## config.mk

```make
export PLATFORM = sky130hd
export DESIGN_NAME = ifetch_unit
export DESIGN_NICKNAME = d
export VERILOG_FILES = /design/src/rtl/ifetch_pkg.sv /design/src/rtl/ifetch_unit_fetch_queue.sv /design/src/rtl/ifetch_unit.sv
export SDC_FILE = /design/constraint.sdc
export NUM_CORES = 1
export LEC_CHECK = 0
export ABC_AREA = 1
export CORE_MARGIN = 5
export CORE_UTILIZATION = 25
export DETAILED_ROUTE_END_ITERATION = 8
export PLACE_DENSITY = 0.5
export SYNTH_ARGS = -nofsm -noshare
export SYNTH_HDL_FRONTEND = slang
export SYNTH_HIERARCHICAL = 1
export SYNTH_SLANG_ARGS = --single-unit
```

## constraint.sdc

```tcl
create_clock -name clk -period 2.15 [get_ports clk]
set_input_delay 0.215 -clock clk [delete_from_list [all_inputs] [get_ports clk]]
set_output_delay 0.215 -clock clk [all_outputs]
set_load 0.02 [all_outputs]
```

## src/rtl/ifetch_pkg.sv

```systemverilog
// ifetch_pkg: shared constants and the fetch queue entry type
package ifetch_pkg;
  localparam logic [31:0] NOP_INSTR = 32'h0000_0013;
  localparam int INSTR_BYTES = 4;
  typedef struct packed {
    logic [31:0] pc;
    logic [31:0] instr;
    logic        fault;
  } fetch_entry_t;
endpackage

```

## src/rtl/ifetch_unit_fetch_queue.sv

```systemverilog
// fetch_queue: two-entry fifo of fetch entries whose head register drives the outputs directly
module fetch_queue
  import ifetch_pkg::*;
(
  input  logic         clk,
  input  logic         reset,
  input  logic         push,
  input  logic         pop,
  input  logic         flush,
  input  fetch_entry_t din,
  output fetch_entry_t head,
  output logic [1:0]   count
);
  fetch_entry_t tail;
  always_ff @(posedge clk) begin
    if (reset) begin
      count <= '0;
      head  <= '0;
      tail  <= '0;
    end else if (flush) begin
      count <= '0;
    end else begin
      count <= count + 2'(push) - 2'(pop);
      if (pop && count == 2'd2) head <= tail;
      else if (push && (count == 2'd0 || (pop && count == 2'd1))) head <= din;
      if (push && ((count == 2'd1 && !pop) || count == 2'd2)) tail <= din;
    end
  end
endmodule

```

## src/rtl/ifetch_unit.sv

```systemverilog
// ifetch_unit: pc-driven instruction fetch into a two-entry queue feeding decode over valid/ready
module ifetch_unit
  import ifetch_pkg::*;
#(
  parameter logic [31:0] RESET_PC  = 32'h0000_0000,
  parameter int          MEM_WORDS = 256,
  parameter int          QDEPTH    = 2
) (
  input  logic        clk,
  input  logic        reset,
  input  logic        fetch_en,
  input  logic        redirect_valid,
  input  logic [31:0] redirect_pc,
  output logic [31:0] addr,
  input  logic [31:0] data,
  output logic        out_valid,
  input  logic        out_ready,
  output logic [31:0] out_pc,
  output logic [31:0] out_instr,
  output logic        out_fault
);
  localparam logic [31:0] MEM_BYTES = 32'(MEM_WORDS * INSTR_BYTES);
  if (QDEPTH != 2) begin : g_qdepth_check
    $error("ifetch_unit supports QDEPTH == 2 only");
  end
  logic [31:0]  pc;
  logic [1:0]   count;
  logic         push, pop, fault;
  fetch_entry_t din, head;
  assign addr      = pc;
  assign fault     = pc >= MEM_BYTES;
  assign pop       = out_valid & out_ready;
  assign push      = fetch_en & ~redirect_valid & (count != 2'd2 | pop);
  assign din       = '{pc: pc, instr: fault ? NOP_INSTR : data, fault: fault};
  assign out_valid = count != 2'd0;
  assign out_pc    = head.pc;
  assign out_instr = head.instr;
  assign out_fault = head.fault;
  always_ff @(posedge clk) begin
    if (reset) pc <= RESET_PC;
    else if (redirect_valid) pc <= redirect_pc & ~32'd3;
    else if (push) pc <= pc + 32'(INSTR_BYTES);
  end
  fetch_queue u_queue (
    .clk   (clk),
    .reset (reset),
    .push  (push),
    .pop   (pop),
    .flush (redirect_valid),
    .din   (din),
    .head  (head),
    .count (count)
  );
endmodule

```

==> results of run 1 <==
routing by layer:
layer	GRT usage	part of all wire
met4	0.0369	0.014
met5	0	0
met1	0.175	0.50
met2	0.215	0.45
met3	0.0273	0.039
cell type report:
| cell class | instances | area (um^2) | area share |
|---|---|---|---|
| clock buffer | 19 | 453 | 0.0375 |
| clock inverter | 13 | 103 | 0.00849 |
| inverter | 297 | 1120 | 0.0924 |
| multi-input combinational | 992 | 4360 | 0.361 |
| sequential | 162 | 3240 | 0.268 |
| tap | 468 | 586 | 0.0484 |
| timing repair buffer | 216 | 2230 | 0.184 |
state kept, by name (all words and copies together), names as in the netlist:
name	cells
u_queue/head	65
u_queue/tail	65
addr	30
u_queue/count	2
power by group:
group | switching (mW) | total [mW] | internal (mW)
Sequential | 0.0797 | 3.20 | 3.13
Clock | 1.38 | 2.93 | 1.55
Combinational | 0.769 | 1.34 | 0.576
cells by family after synthesis:
group / count (synthesis) / share of synthesized area
adders and majority gates: 4 / 0.00535
AOI/OAI and AO/OA: 194 / 0.105
buffers and inverters: 413 / 0.193
and+or+nand+nor: 782 / 0.343
other: 1 / 0.000401
xor gates and xnor gates: 6 / 0.00562
DFF: 162 / 0.347
tightest hold or removal path, stage by stage:
cell and delay (ps):
clkdlybuf4s50_1 390, nand2_1 60, a31oi_1 70
what timing repair did:
item,in CTS,in global routing
hold buffers,0,0
resized for setup,0,1
hold endpoints to repair,0,0
setup endpoints to repair,0,1
metrics by stage:
step                      cells  cell area, um^2
after floorplan            1567             9370
after global placement     2135            11500
after detailed placement   2135            11500
after CTS                  2167            12100
after global routing       2167            12100
final                      2167            12100
worst max-delay path by stage:
stage | from | end | slack (ps) | depth (start not counted)
2_1_floorplan | u_queue/count[1]$_SDFF_PP0_ | u_queue/count[1]$_SDFF_PP0_ | 220 | 12
3_3_place_gp | out_ready | u_queue/count[1]$_SDFF_PP0_ | 60 | 12
3_5_place_dp | out_ready | u_queue/count[1]$_SDFF_PP0_ | 90 | 12
4_1_cts | addr[24]$_SDFFE_PP0P_ | u_queue/head[6]$_SDFFE_PP0P_ | 150 | 10
5_1_grt | addr[16]$_SDFFE_PP0P_ | u_queue/head[19]$_SDFFE_PP0P_ | 70 | 10
6_report | addr[11]$_SDFFE_PP0P_ | addr[11] | 220 | 2
cell usage in the layout, fill, tap and decap left out, types with 6 or more instances in the layout:
master	count
a21oi_1	91
nand2_2	6
buf_4	38
clkinvlp_4	6
buf_12	16
nor2_1	258
xor2_1	6
o21ai_0	95
nor2_4	8
nand2_1	382
nor2_2	7
nand3_1	105
inv_1	294
clkbuf_16	17
dfxtp_1	162
clkdlybuf4s50_1	162
conb_1	6
==> flow_metrics.tcl, run 1 <==
set metrics [dict create \
    firstDrtPassIters 5 \
    run_status "completed" \
    initial_core_util 0.254 \
    cts_buffer_depth 2 \
    synth-seq-cells 162 \
    netlist.area_leader.share 0.347 \
    vias_per_cell 4.18 \
    cts_buffers 17 \
    gr-total-overflow 0 \
    slowest_delay_ps 600 \
    fin_crit_ps 1930 \
    portBuffers 162 \
    finalWorstSetupSlack_ps 221 \
    die_w_um 203 \
    hold_path_class "input port to register" \
    clkSinkCount 162 \
    synth.yosys.seq_area_share 0.347 \
    clk_latency_ps 440 \
    p_leak_nw 5.22 \
    worst_pin_slew_ps 520 \
    synth.most_common_cell "nand2_1" \
    critPathBufInv 2 \
    final_nets 1759 \
    cp_slowest_cell "clkdlybuf4s50_1" \
    drv_slew 0 \
    r2r-end "u_queue/head[6]$_SDFFE_PP0P_" \
    ant_nets 0 \
    grt_util_all_layers 0.131 \
    first_iter_violations 465 \
    criticalPathCategory "register to primary output" \
    crit_fanout 6 \
    fmax_mhz 518 \
    area_growth_pct 29.3 \
    max_cap_viol_count 0 \
    finalCritPeriodShare 0.897 \
    final_util 0.329 \
    synth.top_cells.by_area "dfxtp_1 (35%), nand2_1 (15%), inv_1 (12%)" \
    synth_common_cells "nand2_1 (383), inv_1 (294), nor2_1 (259)" \
    dieHeight_um 203 \
    rsz0062_at_grt "false" \
    nFillCells 4091 \
    io_pins 167 \
    holdWs_ps 354 \
    gp_congestion 0.827 \
    skew_ps 9.59 \
    endpoint_kind "primary output" \
    drc 0 \
    synth_warnings 6 \
    place_hpwl_um 19000 \
    synth-async-reset-ratio 0 \
    die-area_um2 41400 \
    synth_area_um2 9350 \
    syn_inst 1562 \
    r2r_cells 10 \
    clockRootBuffer "clkbuf_16" \
    post-cts-setup-buffer-count 0 \
    core_area_um2 36800 \
    arrival_ps 1710 \
    antenna_cells 0 \
    hold-path-endpoint "addr[3]$_SDFFE_PP0P_" \
    start_kind "register" \
    crit_chain "buf_4 -> clkdlybuf4s50_1" \
    r2r_start "addr[16]$_SDFFE_PP0P_" \
    antenna_found_initial 0 \
    finalSetupViolCount 0 \
    ir_drop_mv 0.515 \
    grt_pass1_wl_um 44100 \
    rrSetupSlack_ps 270 \
    routedWlPerCell_um 12.6 \
    tns_ps 0 \
    dp_slack_ps 92.1 \
    synth_top_cell_by_area "dfxtp_1" \
    power.density_nw_per_um2 619 \
    ys_types 34 \
    h-tree-depth 4 \
    hold_path_depth 3 \
    synth-edff-count 0 \
    drt-total-wl_um 27300 \
    hold_viol 0 \
    grt_max_degree 95 \
    grt_pass1_vias 8346 \
    drive_above_1_share 0.0689 \
    hold_start "redirect_pc[3]" \
    clk_pin_slew_ps 70 \
    cp.required_ps 1930 \
    synth_top_flop_cell "dfxtp_1" \
    finalPower_mw 7.48 \
    tritoncts "yes" \
    vias 9055 \
    cp_top_family "buffers and inverters" \
    slew_headroom 0.653 \
    syn_avg_cell_area_um2 5.99 \
    rows 70 \
]
No activity file was read; power rests on OpenSTA's default activity.
==> run 2: changes to the inputs <==
ABC_AREA = default   (was 1)
CORE_UTILIZATION = 30   (was 25)
HOLD_SLACK_MARGIN = 0.05   (was default)
PLACE_DENSITY = 0.57   (was 0.5)
==> run 2 against run 1 <==
Maximum frequency down 8.7%. Global-route usage up 2.7 points. Clock skew up 8.8 ps. Synthesized area down 5.7%. Count of clock-buffer cells in the layout up 1. Total power up 4.6%. Setup slack worse by 180 ps. Register-to-register slack worse by 230 ps. Wire length up 4.8%. Core utilization up 9.5 points.
==> flow_metrics.tcl, run 2 <==
set metrics [dict create \
    ir_drop_mv 0.486 \
    drt-total-wl_um 28600 \
    hold_path_class "input port to register" \
    r2r-end "u_queue/head[17]$_SDFFE_PP0P_" \
    multi_input_area_um2 5020 \
    rows 62 \
    io_pins 167 \
    place_hpwl_um 17900 \
    p_comb_frac 0.169 \
    final_nets 1168 \
    clkSinkCount 162 \
    endpoint "u_queue/head[17]$_SDFFE_PP0P_" \
    syn_avg_cell_area_um2 9.45 \
    cp.required_ps 2480 \
    cp_slowest_cell "dfxtp_1" \
    grt_pass1_wl_um 42700 \
    hold_path_depth 2 \
    fin_crit_ps 2110 \
    area_growth_pct 38.7 \
    finalCritPeriodShare 0.982 \
    clk_latency_ps 430 \
    ys_types 53 \
    final_cell_mix "clkdlybuf4s50_1 (161), dfxtp_1 (157), a311oi_1 (138), nand2b_1 (135), mux2i_1 (130)" \
    arrival_ps 2440 \
    slowest_delay_ps 310 \
    netlist.area_leader.share 0.368 \
    cts_buffers 17 \
    switching_power_mw 2.08 \
    p_seq_frac 0.408 \
    start_kind "register" \
    antenna_found_initial 1 \
    synth_area_um2 8820 \
    internal_power_mw 5.74 \
    synth_common_cells "dfxtp_1 (162), a311oi_1 (145), nand2b_1 (136)" \
    dp_slack_ps -281 \
    antenna_cells 0 \
    tritoncts "yes" \
    vias 7830 \
    hold_viol 0 \
    synth-seq-cells 162 \
    routedWlPerCell_um 19.2 \
    initial_core_util 0.306 \
    first_iter_violations 636 \
    synth.most_common_cell "dfxtp_1" \
    synth.top_cells.by_area "dfxtp_1 (37%), mux2i_1 (15%), a311oi_1 (14%)" \
    run_status "completed" \
    die-area_um2 32900 \
    finalWorstSetupSlack_ps 38.3 \
    synth_top_flop_cell "dfxtp_1" \
    syn_inst 934 \
    synth_top_cell_by_area "dfxtp_1" \
    tns_ps 0 \
    gp_congestion 0.810 \
    crit_chain "buf_4 -> nor4_2 -> nand4_1 -> nor4_4 -> buf_4 -> clkbuf_16 -> and2_4 -> mux2i_1 -> a311oi_1" \
    crit_fanout 9 \
    drive_above_1_share 0.181 \
    ant_nets 0 \
    skew_ps 18.4 \
    cts_hold_buf 0 \
    slew_headroom 0.641 \
    worst_pin_slew_ps 539 \
    p_leak_nw 4.48 \
    swShare 0.266 \
    grt_max_degree 130 \
    die_w_um 182 \
    gr-total-overflow 0 \
    regArea_um2 3250 \
    rrSetupSlack_ps 40 \
    power.density_nw_per_um2 639 \
    final_common_cell "clkdlybuf4s50_1" \
    p_clk_frac 0.423 \
    clockRootBuffer "clkbuf_16" \
    synth-edff-count 0 \
    core_area_um2 28900 \
    grt_util_all_layers 0.158 \
    synth_warnings 6 \
    rsz0062_at_grt "true" \
    firstDrtPassIters 5 \
    h-tree-depth 4 \
    r2r_cells 9 \
    synth-async-reset-ratio 0 \
    crit_top_cell "buf_4" \
    dieHeight_um 182 \
    r2r_start "addr[16]$_SDFFE_PP0P_" \
    startpoint "addr[16]$_SDFFE_PP0P_" \
    criticalPathCategory "register to register" \
    synth.yosys.seq_area_share 0.368 \
    cts_buffer_depth 2 \
    endpoint_kind "register" \
    fmax_mhz 474 \
    max_cap_viol_count 0 \
    drc 0 \
    final_cells 1492 \
    finalSetupViolCount 0 \
    clk_pin_slew_ps 70 \
    drv_slew 0 \
    portBuffers 162 \
    nFillCells 2821 \
    vias_per_cell 5.25 \
    dp.cells 1439 \
    grt_pass1_vias 7634 \
]
==> run 2: changes by cell type after synthesis, moves of 84 or more <==
cell      change
nand2_1     -367
nand3_1      -92
o21ai_0      -84
inv_1       -280
a21oi_1      -86
a311oi_1    +145
nand2b_1    +136
nor2_1      -232
mux2i_1     +130
==> run 2: layout make-up <==
type	count	share of cell area
multi-input cells	632	0.410
flip-flops and latches	162	0.266
repair buffers	267	0.229
well taps	384	0.0393
clock buffers	20	0.0365
clock inverters	12	0.0145
inverters	15	0.00480
==> run 2: routing by layer <==
metal | up-vias | routed length [um] | global-route usage
met1 | 3755 | 13600 | 0.222
met5 | - | 7 | 0
met4 | 2 | 258 | 0.0372
li1 | 3798 | - | -
met3 | 18 | 1550 | 0.0352
met2 | 257 | 13200 | 0.248
==> run 2: worst max-delay path, delay by kind of cell (launching register included) <==
kind	cells	cell delay, ps
AND/OR/NAND/NOR	4	840
buffers and inverters	3	550
flip-flops	1	310
AO/OA/AOI/OAI	1	250
multiplexers	1	60
==> run 2: how the worst min path moves through the flow <==
stage                                             start                             to  slack (ps)
final                                             reset          addr[17]$_SDFFE_PP0P_         190
after global routing                              reset          addr[10]$_SDFFE_PP0P_         190
after CTS                                         reset          addr[17]$_SDFFE_PP0P_         170
after detailed placement  u_queue/tail[45]$_SDFFE_PP0P_  u_queue/tail[45]$_SDFFE_PP0P_         460
after global placement    u_queue/tail[30]$_SDFFE_PP0P_  u_queue/tail[30]$_SDFFE_PP0P_         460
after floorplan                          redirect_valid    u_queue/count[1]$_SDFF_PP0_         280
==> run 2: what timing repair did <==
item	in CTS	in global routing
pin swaps	1	61
endpoints found under the hold margin	0	0
setup buffers	2	12
cloned	0	8
resized for setup	7	55
endpoints found under the setup margin	71	136
==> run 2: cell families after synthesis <==
kind of cell	after synthesis	synth area share
other	1	0.000425
and+or+nand+nor	295	0.203
xor gates and xnor gates	9	0.00893
DFF	162	0.368
AOI/OAI and AO/OA	188	0.178
muxes	130	0.147
buffers and inverters	145	0.0883
adders and majority gates	4	0.00567
==> run 2: power by group through the flow <==
stage          clock network, mW  logic (mW)  registers [mW]
2_1_floorplan                  0       0.581            3.36
3_3_place_gp                   0        1.26            3.26
3_5_place_dp                   0        1.26            3.26
4_1_cts                     3.38        1.28            3.19
5_1_grt                     3.51        1.41            3.21
6_report                    3.31        1.32            3.20
==> run 2: per-stage QoR <==
step	utilization	cell area (um^2)	hold WS [ps]	power (mW)
floorplan	-	8860	285	3.94
global placement	0.385	11100	457	4.51
detailed placement	0.385	11100	461	4.52
CTS	0.409	11800	174	7.85
global route	0.424	12200	190	8.13
finish	0.424	12200	193	7.82
